===== config.mk =====
export PLATFORM = sky130hd
export DESIGN_NAME = ripple_capture
export DESIGN_NICKNAME = d
export VERILOG_FILES = /design/src/rtl/ripple_capture.sv
export SDC_FILE = /design/constraint.sdc
export NUM_CORES = 1
export LEC_CHECK = 0
export ABC_AREA = 1
export ABC_CLOCK_PERIOD_IN_PS = 1700
export BUFFER_PORTS_ARGS = -buffer_cell sky130_fd_sc_hd__buf_4
export CAP_MARGIN = 0
export CORE_MARGIN = 2
export CORE_UTILIZATION = 56
export CTS_BUF_LIST = sky130_fd_sc_hd__clkbuf_4 sky130_fd_sc_hd__clkbuf_8 sky130_fd_sc_hd__clkbuf_16
export CTS_CLUSTER_SIZE = 20
export DETAILED_ROUTE_END_ITERATION = 10
export GPL_TIMING_DRIVEN = 0
export PLACE_DENSITY = 0.78
export SLEW_MARGIN = 20
export SYNTH_ARGS = -nofsm -noshare
export SYNTH_HDL_FRONTEND = slang
export SYNTH_SLANG_ARGS = --single-unit

===== constraint.sdc =====
create_clock -name clock -period 1.7 [get_ports clock]
set_input_delay 0.085 -clock clock [delete_from_list [all_inputs] [get_ports clock]]
set_output_delay 0.085 -clock clock [all_outputs]
set_load 0.02 [all_outputs]

===== src/rtl/ripple_capture.sv =====
// Capture stage for a 4-bit ripple counter: synchronize, filter to stable, extend with a wrap
// count and hand out atomic {ext, cur} snapshots. Optional macro: RIPPLE_CAPTURE_SATURATE_EN.
module ripple_capture #(
    parameter int EXT_W    = 8,
    parameter int STABLE_N = 2
) (
    input  logic               clock,
    input  logic               reset,
    input  logic [3:0]         cnt_in,
    input  logic               clear,
    input  logic               snap_req,
    input  logic               snap_ready,
    output logic               snap_valid,
    output logic [EXT_W+3:0]   snap_data,
    output logic               wrap_pulse,
    output logic               stable
);

    localparam logic [3:0] RUN_MAX = 4'(STABLE_N);

    typedef enum logic {S_IDLE = 1'b0, S_HOLD = 1'b1} state_t;

    logic [3:0]       r_s1, r_s2, r_run, r_cur;
    logic [EXT_W-1:0] r_ext;
    logic             r_wrap, r_stable;
    logic [EXT_W+3:0] r_snap_data;
    state_t           r_state;

    logic             w_match, w_accept, w_wrap, w_snap_load;
    logic [4:0]       w_run_inc;
    logic [3:0]       w_run_nxt;
    logic [EXT_W-1:0] w_ext_inc, w_ext_nxt;
    state_t           w_state_nxt;

    // Acceptance fires once per stable run: only on the edge where run first reaches STABLE_N.
    always_comb begin
        w_match   = (r_s1 == r_s2);
        w_run_inc = {1'b0, r_run} + 5'd1;
        w_accept  = w_match && (w_run_inc == {1'b0, RUN_MAX});
        w_run_nxt = 4'd0;
        if (w_match)
            w_run_nxt = (r_run == RUN_MAX) ? RUN_MAX : w_run_inc[3:0];
        w_wrap    = w_accept && (r_s2 < r_cur);
    end

    always_comb begin
`ifdef RIPPLE_CAPTURE_SATURATE_EN
        w_ext_inc = (&r_ext) ? r_ext : r_ext + 1'b1;
`else
        w_ext_inc = r_ext + 1'b1;
`endif
        w_ext_nxt = r_ext;
        if (clear)
            w_ext_nxt = '0;
        else if (w_wrap)
            w_ext_nxt = w_ext_inc;
    end

    always_ff @(posedge clock or posedge reset) begin
        if (reset) begin
            r_s1     <= 4'd0;
            r_s2     <= 4'd0;
            r_run    <= 4'd0;
            r_cur    <= 4'd0;
            r_ext    <= '0;
            r_wrap   <= 1'b0;
            r_stable <= 1'b0;
        end else begin
            r_s1     <= cnt_in;
            r_s2     <= r_s1;
            r_run    <= w_run_nxt;
            r_stable <= (w_run_nxt == RUN_MAX);
            r_wrap   <= w_wrap;
            r_ext    <= w_ext_nxt;
            if (w_accept)
                r_cur <= r_s2;
        end
    end

    // Snapshot FSM: state register, next-state, outputs.
    always_ff @(posedge clock or posedge reset) begin
        if (reset)
            r_state <= S_IDLE;
        else
            r_state <= w_state_nxt;
    end

    always_comb begin
        w_state_nxt = r_state;
        case (r_state)
            S_IDLE:  if (snap_req)   w_state_nxt = S_HOLD;
            S_HOLD:  if (snap_ready) w_state_nxt = S_IDLE;
            default: w_state_nxt = S_IDLE;
        endcase
    end

    always_comb begin
        w_snap_load = (r_state == S_IDLE) && snap_req;
    end

    // Loads pre-update {ext, cur}, so a same-edge wrap lands in the next snapshot.
    always_ff @(posedge clock or posedge reset) begin
        if (reset)
            r_snap_data <= '0;
        else if (w_snap_load)
            r_snap_data <= {r_ext, r_cur};
    end

    assign snap_valid = (r_state == S_HOLD);
    assign snap_data  = r_snap_data;
    assign wrap_pulse = r_wrap;
    assign stable     = r_stable;

endmodule


Yosys cells after proc, flatten, opt, wreduce, memory -nomap -nowiden
Cells that the tools add are included.
{"block": "classes", "addsub": 2, "magnitude_cmp": 1, "eq_ne": 4, "muxes": 7, "bitwise": 1, "n_reduce_logical": 4}
{"operator": "$mux 8", "n": 2}
{"operator": "$add 8x1->8 const B", "n": 1}
{"operator": "$eq 4x2->1 const B", "n": 2}
{"operator": "$mux 4", "n": 2}
{"operator": "$add 4x1->5 const B", "n": 1}
{"operator": "$eq 5x2->1 const B", "n": 1}
{"operator": "$eq 4x4->1", "n": 1}
{"operator": "$lt 4x4->1", "n": 1}
{"operator": "$logic_and 1x1->1", "n": 3}
{"operator": "$mux 1", "n": 2}
{"operator": "$pmux 1 s2", "n": 1}
{"operator": "$reduce_bool 2->1", "n": 1}
{"operator": "$not 1->1", "n": 1}
{"block": "word_totals", "ff_bits": 39, "inputBits": 9, "out_inout_bits": 15}

Depth between registers and ports, before layout
{"block": "logic_depth", "ltp_word": 6, "ltp_mapped": 10, "depth_no_buf": 10}

Least setup slack after synthesis
OpenSTA, ideal clock, no wires.
{"block": "synth_timing", "kind": "register to register", "from": "reg r_s2[3]", "to": "reg r_ext[0]", "setup_ns": 0.118, "arrival_ns": 1.299, "required_ns": 1.582, "path_slack_ns": 0.283, "stages_incl_launch_ff": 8, "path_cell_list": "dfrtp_1 > ha_1 > inv_1 > o21bai_1 > a21oi_4 > nand2_2 > nand3_1 > nand2_1"}
{"block": "synth_between", "elab_chain_len": 4}
{"element": "start, declared", "line_no": "23", "text": "logic [3:0] r_s1, r_s2, r_run, r_cur;"}
{"element": "start signal, assigned", "line_no": "70", "text": "r_s2 <= r_s1;"}
{"element": "branches (longest 2 deep; another with $lt 4x4->1)"}
{"element": "$logic_and 1x1->1 (*)", "line_no": "43", "text": "w_wrap = w_accept && (r_s2 < r_cur);"}
{"element": "$reduce_bool 2->1 (no line) (*)"}
{"element": "end signal, assigned", "line_no": "74", "text": "r_ext <= w_ext_nxt;"}
{"element": "end, declared", "line_no": "24", "text": "logic [EXT_W-1:0] r_ext;"}
Mark *: on every way between the ends.
A chain may end at the register's enable or synchronous reset.

Worst setup path after layout
{"block": "layout_timing", "from": "reg r_s2[3]", "to": "reg r_ext[1]"}
Same word-level chain as after synthesis.

==> flow_metrics.py <==
metrics = {
    "critical_path": {
        "critPathSlowestCell": "dfrtp_1",
        "critPathLaunchType": "register",
        "path_buf_inv": 2,
        "crit_type": "register to register",
        "endpoint_kind": "register",
        "arrival_ps": 1840,
        "crit_required_ps": 1990,
        "cp_top_family": "flip-flops",
        "slowest_delay_ps": 440,
        "path_max_fanout": 7,
        "crit_path_cell_trace": "ha_1 > inv_1 > o21bai_1 > a21oi_4 > buf_4 > nand4_1 > nand2_1",
    },
    "synth": {
        "seq_area_frac_synth_pct": 52.70,
        "synth.most_common_cell": "nand2_1",
        "synth.area.top_cells": "dfrtp_1 53%, nand2_1 12%, inv_1 7.5%",
        "synth-async-reset-ratio_pct": 100.0,
        "synth_warnings": 0,
        "synth_nets": 230,
        "synthFlopType": "dfrtp_1",
        "avgSynthCellArea_um2": 8.653,
        "synth_commonest_cells": "61 x nand2_1, 39 x dfrtp_1, 37 x inv_1",
        "netlist_area_um2": 1852,
        "ys_ff_latch": 39,
        "synth_largest_area_cell": "dfrtp_1",
        "synth_top_area_share_pct": 52.70,
        "synth_cell_types": 23,
        "synth_edf_count": 0,
        "syn_inst": 214,
    },
    "clocking": {
        "insertion_delay_ps": 340,
        "h-tree-depth": 2,
        "cts.sinks": 39,
        "clockBufferDepth": 2,
        "root_buffer": "clkbuf_4",
        "clk_pin_slew_ps": 120,
        "cts_tree": "built",
        "cts_buffers": 5,
    },
    "global_route": {
        "antenna_found_initial": 0,
        "globalRouteOverflowTotal": 0,
        "grt_pass1_wl_um": 5789,
        "track_usage_pct": 21.05,
        "grt_max_degree": 25,
        "first_global_vias": 1352,
    },
    "timing": {
        "max_freq_ghz": 0.6417,
        "setup_viol_count_final": 0,
        "rsz0062_at_grt": "no",
        "finalHoldViolCount": 0,
        "slew_headroom_pct": 74.55,
        "tns_ps": 0,
        "finalCritPeriodShare_pct": 91.67,
        "slew_violations": 0,
        "clock_skew_ps": 12.42,
        "holdWs_ps": 95.44,
        "final.min_clock_period_ps": 1558,
        "worst_pin_slew_ps": 381.1,
    },
    "floorplan": {
        "fp.coreArea_um2": 3103,
        "placementRows": 20,
        "die-area_um2": 3783,
        "start_util_pct": 59.68,
        "die_h_um": 61.51,
        "die_width_um": 61.51,
        "boundaryPins": 24,
    },
    "place": {
        "place_congestion": 0.8289,
        "placed_area_um2": 2107,
        "port_buffers": 23,
        "dp_hpwl_um": 2557,
    },
    "final_layout": {
        "drive_above_1_share_pct": 20.70,
        "postLayoutCellArea_um2": 2311,
        "diodes": 0,
        "areaGrowthSynthToFinish_pct": 24.80,
        "layout.nets": 271,
    },
    "outcome": {
        "status": "finished clean",
    },
    "job": {
        "cap_viol_max_count": 0,
    },
    "route": {
        "avgRoutedWirePerCell_um": 12.03,
        "drtIter0Drc": 58,
        "via_per_inst": 5.010,
        "drc": 0,
        "vias": 1503,
        "firstDrtPassIters": 4,
        "routed_wl_um": 3609,
        "detail-route-antenna-nets": 0,
    },
    "worst_hold_path": {
        "min_path_type": "primary input to register",
    },
    "power": {
        "power_uw": 2153,
        "ir_worst_vdd_mv": 0.8967,
        "leakage_uw": 0.001295,
        "powerDensity_nw_per_um2": 931.5,
    },
}
per-layer routing:
layer	GRT usage [%]	up-vias	share of wire (%)
li1	-	748	-
met1	26.77	707	46
met2	35.64	44	47
met3	6.303	4	5.4
met4	4.559	0	1.1
met5	0	-	0
layout by cell type, fill, tap and decap left out:
| cell type | instances |
|---|---|
| a21oi_1 | 1 |
| nor2_1 | 10 |
| bufinv_16 | 2 |
| nor3b_1 | 1 |
| xor2_1 | 3 |
| inv_2 | 4 |
| buf_2 | 1 |
| nand2_2 | 3 |
| ha_1 | 7 |
| buf_16 | 1 |
| buf_1 | 1 |
| nor2_4 | 1 |
| o21bai_1 | 1 |
| clkbuf_4 | 5 |
| nand2_4 | 1 |
| nor2_2 | 2 |
| clkinvlp_4 | 1 |
| nor2_8 | 1 |
| inv_1 | 36 |
| buf_8 | 1 |
| o21ai_1 | 2 |
| nand2_1 | 61 |
| mux2_2 | 3 |
| nand3_1 | 14 |
| dfrtp_1 | 39 |
| a21oi_4 | 1 |
| o21ai_0 | 12 |
| dlygate4sd3_1 | 6 |
| buf_4 | 26 |
| clkbuf_1 | 1 |
| nand4_1 | 8 |
final timing paths:
check / from / end / slack (ps) / cells after the start
min in group asynchronous: reset / r_ext[2] / 270 / 3
max in group asynchronous: reset / r_s2[1] / 990 / 4
max reg2reg: r_s2[3] / r_ext[1] / 140 / 7
max: r_s2[3] / r_ext[1] / 140 / 7
min reg2reg: r_s1[2] / r_s2[2] / 410 / 0
min: clear / r_ext[6] / 100 / 4
stage by stage:
| stage | worst slack [ps] | cells | utilization [%] |
|---|---|---|---|
| 4_1_cts | 52.11 | 296 | 73.23 |
| 5_1_grt | 40.40 | 300 | 74.48 |
| 3_3_place_gp | 138.3 | 281 | 67.02 |
| 2_1_floorplan | 282.6 | 214 | - |
| 3_5_place_dp | 76.03 | 282 | 67.90 |
| 6_report | 141.7 | 300 | 74.48 |
flip-flops by register name, summed over array words and instances (netlist names):
name        count
r_s1            4
wrap_pulse      1
r_cur           4
r_run           4
snap_data      12
stable          1
r_s2            4
snap_valid      1
r_ext           8
what timing repair did:
action	4_1_cts	5_1_grt
gates resized for setup	0	1
hold buffers	6	0
endpoints found under the hold margin	20	0
endpoints found under the setup margin	0	8
buffers inserted	0	3
layout make-up:
class / instances / area, µm²
clock inverters: 3 / 67.56
well taps: 44 / 55.05
multi-input cells: 132 / 714.4
inverters: 40 / 150.1
clock buffers: 5 / 37.54
repair buffers: 33 / 282.8
plain buffers: 4 / 27.53
fillers: 243 / 792.0
flip-flops and latches: 39 / 975.9
cells by family (layout without fill, tap and decap cells):
logic type      after synthesis  count (layout)  share of synthesized area, %
buf+inv                      44              85                         9.593
xor+xnor                      3               3                         1.419
fa+ha+maj                     7               7                         4.730
flops                        39              39                         52.70
compound gates               17              17                         5.338
simple gates                101             102                         24.39
mux                           3               3                         1.824
where the power goes:
group | switching, µW | total [µW] | leakage, µW | internal [µW]
sequential | 35.5 | 1020 | 0.000519 | 987
combinational | 219 | 362 | 0.000725 | 143
clock | 311 | 768 | 0.0000514 | 457
total | 565 | 2150 | 0.00130 | 1590
worst reg2reg max path: cells and delay by family, from the launching register on:
family	cells	cell delay, ps
AOI/OAI and AO/OA	2	270
and+or+nand+nor	2	200
adders and majority gates	1	340
buffers and inverters	2	270
DFF	1	440
(Power assumes the default switching activity.)
